==> src/rtl/cpu_sequencer.sv <==
// Control sequencer for the 16-bit datapath: owns the PC, decodes the opcode into
// datapath strobes, stretches LW/SW over a req/ack handshake, and runs, single-steps or halts.
module cpu_sequencer #(
  parameter logic [15:0] RESET_PC = 16'h0000,
  parameter int          CNT_W    = 16
) (
  input  logic             clk,
  input  logic             rst_n,
  input  logic             start,
  input  logic             step_mode,
  input  logic             step,
  input  logic [15:0]      instr,
  input  logic             alu_zero,
  input  logic             mem_ack,
  output logic [15:0]      pc,
  output logic             reg_dst,
  output logic             alu_src,
  output logic             mem_to_reg,
  output logic             reg_write,
  output logic             mem_read,
  output logic             mem_write,
  output logic [1:0]       alu_op,
  output logic             busy,
  output logic             halted,
  output logic [CNT_W-1:0] retired
);

  typedef enum logic [2:0] {
    S_IDLE, S_FETCH, S_EXEC, S_MEM, S_PAUSE, S_HALTED
  } state_t;

  localparam logic [1:0] OP_R   = 2'b00;
  localparam logic [1:0] OP_LW  = 2'b01;
  localparam logic [1:0] OP_SW  = 2'b10;
  localparam logic [1:0] OP_BEQ = 2'b11;

  localparam logic [1:0] ALU_ADD   = 2'b00;
  localparam logic [1:0] ALU_SUB   = 2'b01;
  localparam logic [1:0] ALU_FUNCT = 2'b10;

  state_t      state;
  logic        mem_is_lw;
  logic [1:0]  op;
  logic        is_halt;
  logic        is_mem_op;
  logic [15:0] pc_inc;
  logic [15:0] br_tgt;
  logic        retire_now;
  logic [15:0] pc_ret;

  assign op        = instr[15:14];
  assign is_halt   = (instr == 16'hFFFF);
  assign is_mem_op = (op == OP_LW) || (op == OP_SW);
  assign pc_inc    = pc + 16'd1;
  assign br_tgt    = pc_inc + {{8{instr[7]}}, instr[7:0]};

  // Retirement happens either straight out of EXEC (R, BEQ) or on the ack cycle of MEM.
  always_comb begin
    retire_now = 1'b0;
    pc_ret     = pc_inc;
    if (state == S_EXEC && !is_halt && !is_mem_op) begin
      retire_now = 1'b1;
      if (op == OP_BEQ && alu_zero) pc_ret = br_tgt;
    end
    if (state == S_MEM && mem_ack) retire_now = 1'b1;
  end

  always_ff @(posedge clk) begin
    if (!rst_n) begin
      state     <= S_IDLE;
      pc        <= RESET_PC;
      retired   <= '0;
      mem_is_lw <= 1'b0;
    end else begin
      case (state)
        S_IDLE, S_HALTED: begin
          if (start) begin
            state   <= S_FETCH;
            pc      <= RESET_PC;
            retired <= '0;
          end
        end
        S_FETCH: state <= S_EXEC;
        S_EXEC: begin
          if (is_halt) begin
            state <= S_HALTED;
          end else if (is_mem_op) begin
            state     <= S_MEM;
            mem_is_lw <= (op == OP_LW);
          end
        end
        S_MEM: ;
        S_PAUSE: begin
          if (step || !step_mode) state <= S_FETCH;
        end
        default: state <= S_IDLE;
      endcase
      if (retire_now) begin
        pc      <= pc_ret;
        retired <= retired + CNT_W'(1);
        state   <= step_mode ? S_PAUSE : S_FETCH;
      end
    end
  end

  // The opcode is latched on entry to MEM so the request stays stable even if instr moves.
  always_comb begin
    reg_dst    = 1'b0;
    alu_src    = 1'b0;
    mem_to_reg = 1'b0;
    reg_write  = 1'b0;
    mem_read   = 1'b0;
    mem_write  = 1'b0;
    alu_op     = ALU_ADD;
    case (state)
      S_EXEC: begin
        if (!is_halt) begin
          case (op)
            OP_R: begin
              reg_dst   = 1'b1;
              reg_write = 1'b1;
              alu_op    = ALU_FUNCT;
            end
            OP_LW: begin
              alu_src  = 1'b1;
              mem_read = 1'b1;
            end
            OP_SW: begin
              alu_src   = 1'b1;
              mem_write = 1'b1;
            end
            default: alu_op = ALU_SUB;
          endcase
        end
      end
      S_MEM: begin
        alu_src   = 1'b1;
        mem_read  = mem_is_lw;
        mem_write = !mem_is_lw;
        if (mem_ack && mem_is_lw) begin
          reg_write  = 1'b1;
          mem_to_reg = 1'b1;
        end
      end
      default: ;
    endcase
  end

  assign busy   = (state == S_FETCH) || (state == S_EXEC) || (state == S_MEM);
  assign halted = (state == S_HALTED);

endmodule

==> config.mk <==
export PLATFORM = sky130hd
export DESIGN_NAME = cpu_sequencer
export DESIGN_NICKNAME = d
export VERILOG_FILES = /design/src/rtl/cpu_sequencer.sv
export SDC_FILE = /design/constraint.sdc
export NUM_CORES = 1
export LEC_CHECK = 0
export CORE_UTILIZATION = 56
export DETAILED_ROUTE_END_ITERATION = 7
export PLACE_DENSITY = 0.91
export SYNTH_ARGS = -nofsm -noshare
export SYNTH_HDL_FRONTEND = slang
export SYNTH_SLANG_ARGS = --single-unit
==> constraint.sdc <==
create_clock -name clk -period 5.48 [get_ports clk]
set_input_delay 0.822 -clock clk [delete_from_list [all_inputs] [get_ports clk]]
set_output_delay 0.822 -clock clk [all_outputs]
set_load 0.03 [all_outputs]
* Yosys cells after proc, flatten, opt, wreduce, memory -nomap -nowiden
Index checks and enable logic that the tools add are counted.
** Storage, ports and cells
- Output and inout bits :: 42
- Bits of input ports :: 23
- Register bits :: 36
** Cells by class
- Reduce and logical (&&, ||, !) cells :: 22
- Bitwise logic cells :: 1
- $add $sub $neg :: 3
- Equal/unequal tests :: 13
- Multiplexer cells :: 33
** Operators by type and width (count)
- $mux W16 :: 6
- $add A16 B1 Y16 const B :: 2
- $mux W3 :: 6
- $add A16 B16 Y16 :: 1
- $eq A16 B16 Y1 const B :: 1
- $pmux W3 S5 :: 1
- $mux W1 :: 13
- $pmux W1 S2 :: 4
- $eq A3 B2 Y1 const B :: 2
- $eq A3 B3 Y1 const B :: 2
- $ne A3 B3 Y1 const B :: 2
- $logic_and A1 B1 Y1 :: 5
- $eq A2 B2 Y1 const B :: 2
- $logic_not A1 Y1 :: 4
- $logic_or A1 B1 Y1 :: 4
- $mux W2 :: 2
- $ne A4 B4 Y1 const B :: 1
- $pmux W2 S2 :: 1
- $reduce_and A4 Y1 :: 1
- $reduce_bool A2 Y1 :: 2
- $reduce_or A2 Y1 :: 2
- $eq A3 B1 Y1 const B :: 1
- $logic_not A3 Y1 :: 1
- $reduce_and A3 Y1 :: 1
- other kinds (5) :: 5

* Logic depth before layout (Yosys ltp)
Gate-level depths: netlist (run 1).
- Depth after elaboration :: 8
- Mapped depth :: 13

* Worst setup path after synthesis (run 1)
No wires, ideal clock.
- Path kind :: register to register
- From :: register pc[5]
- To :: register pc[14]
- Path slack :: 2.432 ns
- Cell stages (with the launch flop) :: 14
- Period minus slack after synthesis :: 3.048 ns
- Buffers on the path :: 2
- Arrival :: 2.921 ns
- Required time :: 5.354 ns
- Cell sequence :: dfxtp_1 clkbuf_1 and3_1 nand4_1 nor2_1 xor2_1 ha_1 clkbuf_1 a21o_1 a21oi_1 nor2_1 a2111oi_0 xor2_1 o211ai_1
** On the way
- Word-level cells in the longest chain between the ends :: 5
** RTL lines
- from (decl) :: RTL line 15 : output logic [15:0] pc,
- from (signal assigned) :: RTL line 99 : pc <= pc_ret;
- $add A16 B1 Y16 (*) :: RTL line 54 : assign pc_inc = pc + 16'd1;
- $add A16 B16 Y16 :: RTL line 55 : assign br_tgt = pc_inc + {{8{instr[7]}}, instr[7:0]};
- $mux W16 :: RTL line 63 : if (op == OP_BEQ && alu_zero) pc_ret = br_tgt;
- $mux W16 (*) :: RTL line 61 : if (state == S_EXEC && !is_halt && !is_mem_op) begin
- $mux W16 (*) :: RTL line 98 : if (retire_now) begin
Every way passes the cells marked *; elsewhere a longest branch is shown, timed or not.
A chain may end at the register's enable or synchronous reset.

* Final worst setup path (run 1)
- From :: input instr[14]
- To :: output alu_src
** On the way
- Word-level cells in the longest chain between the ends :: 5
- Elaborated cells between the ends (all ways) :: 7
- Those cells by class :: 3 x eq/ne; 3 x mux; 1 x reduce/logical
** RTL lines
- from (decl) :: RTL line 12 : input logic [15:0] instr,
- $eq A2 B1 Y1 or $eq A2 B2 Y1 (tied branches) :: RTL line 118 : case (op)
- $reduce_or A2 Y1 (no source line)
- $mux W1 :: RTL line 118
- $mux W1 (*) :: RTL line 117 : if (!is_halt) begin
- $pmux W1 S2 (*) :: RTL line 115 : case (state)
- to (decl) :: RTL line 17 : output logic alu_src,
Marked as above.

==> flow_metrics.py, run 1 <==
metrics = {
    "synthesis": {
        "synth_fa_ha_area_frac": 0.108,
        "synth_top_area_cell": "dfxtp_1",
        "synthXorXnorAreaFrac": 0.0711,
        "synth_edf_count": 0,
        "ys_types": 61,
        "synth_top_area_frac": 0.234,
        "synth_ff_type": "dfxtp_1",
        "synth.net_count": 455,
        "synth_top_family_by_area": "simple AND/OR/NAND/NOR gates",
        "synth_mux_area_frac": 0.0199,
        "netlist_area_um2": 3080,
        "ys_seq_area_frac": 0.234,
        "synthTopCellsByArea": "dfxtp_1, ha_1, a21oi_1",
        "synth_warnings": 0,
        "synth_seq_cells": 36,
        "synth.avg_cell_area_um2": 7.58,
        "synthSimpleGateAreaFrac": 0.270,
        "async_reset_ff_frac": 0,
        "synth_compound_area_frac": 0.242,
        "netlist_instances": 406,
    },
    "finish": {
        "multi_input_area_um2": 2190,
        "area_growth_pct": 23.7,
        "post-route-util": 0.732,
        "most-common-layout-cells": "clkdlybuf4s50_1, dfxtp_1, a21oi_1",
        "final_cell_area_um2": 3810,
        "drive_gt1_frac": 0.0350,
        "nFillCells": 400,
        "final_common_cell": "clkdlybuf4s50_1",
        "seq_area_um2": 721,
        "final_nets": 505,
        "n_antenna_cell": 0,
    },
    "cts": {
        "numCtsBuffers": 5,
        "cts-resized-gates": 0,
        "postCtsHoldBufs": 0,
        "htree_levels": 2,
        "clk_root_buffer_cell": "clkbuf_8",
        "cts_tree": "built",
        "clk_pin_slew_worst_paths_ns": 0.07,
        "cts.sinks": 36,
        "clockBufferDepth": 2,
        "clkLatencyLatePin_ns": 0.29,
        "postCtsSetupBuffers": 0,
    },
    "grt": {
        "grt_pass1_vias": 3188,
        "antenna_found_initial": 0,
        "overflow": 0,
        "grt_pass1_wl_um": 15200,
        "grt_use_total": 0.320,
        "grt_max_degree": 29,
    },
    "setup_path": {
        "worstSetupPathType": "primary input to output pin",
        "critPathCaptureType": "output pin",
        "required_ns": 4.66,
        "cp-start-kind": "primary input",
        "crit_fanout": 9,
        "worstPathArrival_ns": 3.32,
    },
    "timing": {
        "setup_viol": 0,
        "maxSlewViolCount": 0,
        "finalHoldViolCount": 0,
        "rsz0062_at_grt": "no",
        "worstMarginPinSlew_ns": 1.28,
        "relSlewSlack": 0.136,
        "period_share": 0.756,
        "max_freq_mhz": 241,
        "fin_skew_ns": 0.0112,
        "fin_crit_ns": 4.14,
        "fin_setup_tns_ns": 0,
    },
    "detailed_routing": {
        "vias": 3388,
        "dr.pass1.iters": 5,
        "drc": 0,
        "viasPerCell": 6.43,
        "drt_iter0_markers": 485,
        "wl_per_cell_um": 17.0,
        "ant_nets": 0,
        "drt-total-wl_um": 8980,
    },
    "die": {
        "ioPinCount": 65,
        "fp.coreArea_um2": 5200,
        "rows": 26,
        "start_util": 0.592,
        "dieArea_um2": 5800,
        "die_h_um": 76.2,
        "die_w_um": 76.2,
    },
    "place": {
        "gp_congestion": 0.942,
        "post-dp-hpwl_um": 6500,
        "io_buffers": 64,
        "post_dp_cell_area_um2": 3720,
    },
    "run": {
        "max_cap_violations": 0,
    },
    "run_status": {
        "outcome": "completed",
    },
    "power": {
        "static-leakage-power_nw": 1.42,
        "ir_drop_v": 0.000114,
        "p_per_area_nw_per_um2": 175,
    },
    "hold_path": {
        "hp-class": "flip-flop to flip-flop",
    },
}
-- power by group --
group / total [W] / internal (W) / switching [W]
logic: 0.000192 / 0.0000768 / 0.000115
clock network: 0.000190 / 0.0000909 / 0.0000996
registers: 0.000283 / 0.000268 / 0.0000153
-- routing by layer --
metal  part of all wire  vias up  track usage  wire length [µm]
met5                  0        -            0                 0
met4              0.023        0        0.125               204
met1               0.41     1585        0.396              3670
met3              0.082       26       0.0563               736
met2               0.49      156        0.553              4370
li1                   -     1621            -                 -
-- final cells by class --
class                      count  area share
multi-input combinational    328       0.575
sequential                    36       0.189
timing repair buffer          66       0.172
tap                           70      0.0230
clock buffer                   7      0.0200
inverter                      19      0.0187
clock inverter                 1     0.00230
-- synthesized netlist by cell type (2+ instances only) --
master,number
inv_1,19
and2_1,4
a211oi_1,5
and3_1,5
a22o_1,3
dfxtp_1,36
nor3b_1,3
and4_1,2
a2111oi_0,3
mux2i_1,5
nor2_1,33
clkbuf_1,15
ha_1,25
nand3b_1,2
o21ai_0,20
o21a_1,2
xor2_1,12
nor3_1,11
a21o_1,7
nand3_1,22
nor2b_1,4
a31oi_1,5
a21oi_1,34
buf_2,6
o22ai_1,2
xnor2_1,13
nand2_1,29
or3_1,4
o211ai_1,8
nor4_1,7
o311ai_0,2
nand2b_1,5
a311oi_1,8
nand4_1,18
-- state kept, by name, summed over array words and instances (netlist names) --
register and flops:
state 3, mem_is_lw 1, retired 16, pc 16
-- path summary, 6_finish.rpt --
check | depth (start not counted) | startpoint | to | slack [ns]
max | 7 | instr[14] | alu_src | 1.34
min | 2 | retired[15]$_SDFFE_PN0P_ | retired[15]$_SDFFE_PN0P_ | 0.48
max reg2reg | 11 | pc[0]$_SDFFE_PN0P_ | pc[15]$_SDFFE_PN0P_ | 2.15
min reg2reg | 2 | retired[15]$_SDFFE_PN0P_ | retired[15]$_SDFFE_PN0P_ | 0.48
-- critical path, cell delays in order --
cell             delay (ns)
clkdlybuf4s50_1        0.55
ha_1                   0.23
nand4_1                0.12
or4_1                  0.74
a21oi_1                0.22
nor2_1                 0.06
clkdlybuf4s50_1        0.58
-- metrics by stage --
| step | power, W | instances | worst slack (ns) | hold slack, ns |
|---|---|---|---|---|
| global route | 0.000697 | 527 | 1.25 | 0.500 |
| finish | 0.000665 | 527 | 1.34 | 0.478 |
| CTS | 0.000663 | 527 | 1.34 | 0.480 |
| global placement | 0.000470 | 519 | 1.39 | 0.455 |
| detailed placement | 0.000476 | 519 | 1.35 | 0.472 |
| floorplan | 0.000409 | 406 | 2.43 | 0.486 |
-- kinds of logic (layout without fill, tap and decap cells) --
logic type	count (synthesis)	in the layout
XOR/XNOR	25	25
flip-flops	36	36
adder cells (fa/ha/maj)	26	26
multiplexers	6	6
AO/OA/AOI/OAI	113	113
buffers and inverters	42	93
AND/OR/NAND/NOR	158	158
(Power assumes the default switching activity.)
==> run 2: changes to the inputs <==
--- a/config.mk
+++ b/config.mk
@@ -5,9 +5,9 @@
 export SDC_FILE = /design/constraint.sdc
 export NUM_CORES = 1
 export LEC_CHECK = 0
-export CORE_UTILIZATION = 56
+export CORE_UTILIZATION = 47
 export DETAILED_ROUTE_END_ITERATION = 7
-export PLACE_DENSITY = 0.91
+export PLACE_DENSITY = 0.81
 export SYNTH_ARGS = -nofsm -noshare
 export SYNTH_HDL_FRONTEND = slang
 export SYNTH_SLANG_ARGS = --single-unit
==> constraint.sdc (replaced) <==
create_clock -name clk -period 3.4 [get_ports clk]
set_input_delay 0.51 -clock clk [delete_from_list [all_inputs] [get_ports clk]]
set_output_delay 0.51 -clock clk [all_outputs]
set_load 0.03 [all_outputs]
==> run 2 against run 1 <==
  * Largest cell class unchanged
  * Sequential power increased by 59%
  * Clock power grew 70%
  * Global-route usage decreased by 6.9 points
  * Cell area up 3.4%
  * Register-to-register slack got worse by 1.9 ns
  * Hold slack improved by 0.0019 ns
  * Wire length down 1.9%
  * Critical endpoint is now alu_op[0]
  * Clock skew is 0.0037 ns lower
  * Largest power group unchanged
  * Via count down 0.41%
  * Critical path type unchanged
  * Cell count is 4.2% higher
  * Critical path depth fell by 1
  * First-iteration DRC count fell by 54%
==> flow_metrics.py, run 2 (synthesis gave the netlist of run 1 again) <==
metrics = {
    "die": {
        "die_h_um": 82.9,
        "start_util": 0.485,
        "rows": 29,
        "fp.coreArea_um2": 6350,
        "dieArea_um2": 6880,
        "ioPinCount": 65,
        "die_w_um": 82.9,
    },
    "finish": {
        "multi_input_area_um2": 2190,
        "n_antenna_cell": 0,
        "area_growth_pct": 28.0,
        "most-common-layout-cells": "clkdlybuf4s50_1, dfxtp_1, a21oi_1",
        "final_nets": 520,
        "drive_gt1_frac": 0.0699,
        "top_regs": "pc (16), retired (16), state (3)",
        "final_common_cell": "clkdlybuf4s50_1",
        "nFillCells": 567,
        "seq_area_um2": 721,
    },
    "timing": {
        "fin_skew_ns": 0.00746,
        "maxSlewViolCount": 0,
        "max_freq_mhz": 309,
        "holdWs_ns": 0.480,
        "finalHoldViolCount": 0,
        "setup_viol": 0,
        "worstMarginPinSlew_ns": 0.591,
        "fin_setup_tns_ns": 0,
        "fin_crit_ns": 3.24,
        "fin_ws_ns": 0.164,
        "rsz0062_at_grt": "no",
        "period_share": 0.952,
        "relSlewSlack": 0.602,
    },
    "setup_path": {
        "cp-start-kind": "primary input",
        "r2r_setup_slack_ns": 0.28,
        "critPathCaptureType": "output pin",
        "crit_path_start": "instr[14]",
        "path_depth": 6,
        "worstSetupPathType": "primary input to output pin",
        "path_common_cell": "clkdlybuf4s50_1",
        "cp_slowest_stage_delay_ns": 0.59,
        "worst_r2r_endpoint": "pc[13]$_SDFFE_PN0P_",
        "cp_num_buf_inv": 2,
        "critical-path-slowest-cell": "clkdlybuf4s50_1",
        "ff2ff_path_depth": 11,
        "crit_path_end": "alu_op[0]",
        "crit-reg2reg-launch": "pc[1]$_SDFFE_PN0P_",
        "critPathTopFamily": "buffers and inverters",
        "crit_fanout": 4,
        "worstPathArrival_ns": 2.73,
        "path_cells": "clkdlybuf4s50_1, ha_1, nand4_1, or4_1, and3_1, clkdlybuf4s50_1",
        "required_ns": 2.89,
    },
    "detailed_routing": {
        "wl_per_cell_um": 16.1,
        "ant_nets": 0,
        "vias": 3374,
        "dr.pass1.iters": 5,
        "viasPerCell": 6.15,
        "drt-total-wl_um": 8810,
        "drt_iter0_markers": 224,
        "drc": 0,
    },
    "power": {
        "sw_frac_of_total": 0.338,
        "pwr-share-seq": 0.408,
        "pwr-share-comb": 0.298,
        "p_per_area_nw_per_um2": 280,
        "static-leakage-power_nw": 1.52,
        "p_int_w": 0.000730,
        "p_sw_w": 0.000372,
        "ir_drop_v": 0.000200,
        "pwr-share-clk": 0.293,
    },
    "grt": {
        "grt_pass1_vias": 3092,
        "antenna_found_initial": 0,
        "overflow": 0,
        "grt_use_total": 0.252,
        "grt_pass1_wl_um": 14500,
        "grt_max_degree": 24,
    },
    "cts": {
        "numCtsBuffers": 5,
        "cts.sinks": 36,
        "cts_tree": "built",
        "postCtsHoldBufs": 0,
        "clockBufferDepth": 2,
        "htree_levels": 2,
        "clk_root_buffer_cell": "clkbuf_8",
        "clkLatencyLatePin_ns": 0.29,
        "clk_pin_slew_worst_paths_ns": 0.08,
    },
    "place": {
        "place_worst_setup_slack_ns": 0.138,
        "post-dp-hpwl_um": 6580,
        "io_buffers": 64,
        "gp_congestion": 0.949,
    },
    "run": {
        "max_cap_violations": 0,
    },
    "hold_path": {
        "hp-class": "flip-flop to flip-flop",
        "hold_depth": 2,
    },
    "run_status": {
        "outcome": "completed",
    },
}
==> run 2: area by class of cell <==
| cell class | instances | area share |
|---|---|---|
| Clock buffer | 6 | 0.0210 |
| Clock inverter | 2 | 0.00254 |
| Inverter | 19 | 0.0181 |
| Multi-Input combinational cell | 328 | 0.556 |
| Sequential cell | 36 | 0.183 |
| Tap cell | 77 | 0.0244 |
| Timing Repair Buffer | 81 | 0.196 |
==> run 2: how the worst min path moves through the flow <==
stage,startpoint,to
after global placement,retired[15]$_SDFFE_PN0P_,retired[15]$_SDFFE_PN0P_
after CTS,retired[15]$_SDFFE_PN0P_,retired[15]$_SDFFE_PN0P_
final,retired[15]$_SDFFE_PN0P_,retired[15]$_SDFFE_PN0P_
after detailed placement,retired[15]$_SDFFE_PN0P_,retired[15]$_SDFFE_PN0P_
after global routing,retired[15]$_SDFFE_PN0P_,retired[15]$_SDFFE_PN0P_
after floorplan,mem_is_lw$_SDFFE_PN0P_,mem_is_lw$_SDFFE_PN0P_
==> run 2: worst reg2reg max path, stage by stage, from the launching register on <==
cell and delay (ns):
dfxtp_1 0.42, ha_1 0.25, nand4_1 0.22, nor2_1 0.20
xor2_1 0.24, ha_1 0.34, a2111oi_0 0.53, nor4_1 0.13
nand2_1 0.12, a21oi_1 0.13, a311o_1 0.38, o211ai_1 0.09
==> run 2: power groups by stage <==
stage               sequential [W]  clock (W)  combinational [W]
detailed placement        0.000459          0           0.000323
CTS                       0.000449   0.000323           0.000324
global placement          0.000459          0           0.000316
floorplan                 0.000467          0           0.000193
global route              0.000452   0.000339           0.000356
finish                    0.000450   0.000323           0.000329
==> run 2: metrics by stage <==
| step | utilization | cells | instance area [µm²] | power, W |
|---|---|---|---|---|
| finish | 0.621 | 549 | 3940 | 0.00110 |
| global route | 0.621 | 549 | 3940 | 0.00115 |
| CTS | 0.620 | 549 | 3940 | 0.00110 |
| detailed placement | 0.606 | 541 | 3850 | 0.000782 |
| global placement | 0.606 | 541 | 3850 | 0.000775 |
| floorplan | - | 406 | 3080 | 0.000660 |
==> run 2: timing repair <==
item                                    CTS  global route
buffers inserted                          0             0
endpoints found under the setup margin    0             1
resized for setup                         0             1
==> run 2: layer usage <==
layer / vias up / wire [µm] / global-route usage
met1: 1572 / 3950 / 0.343
li1: 1647 / - / -
met5: - / 0 / 0
met3: 15 / 574 / 0.0348
met4: 0 / 136 / 0.0815
met2: 140 / 4150 / 0.409
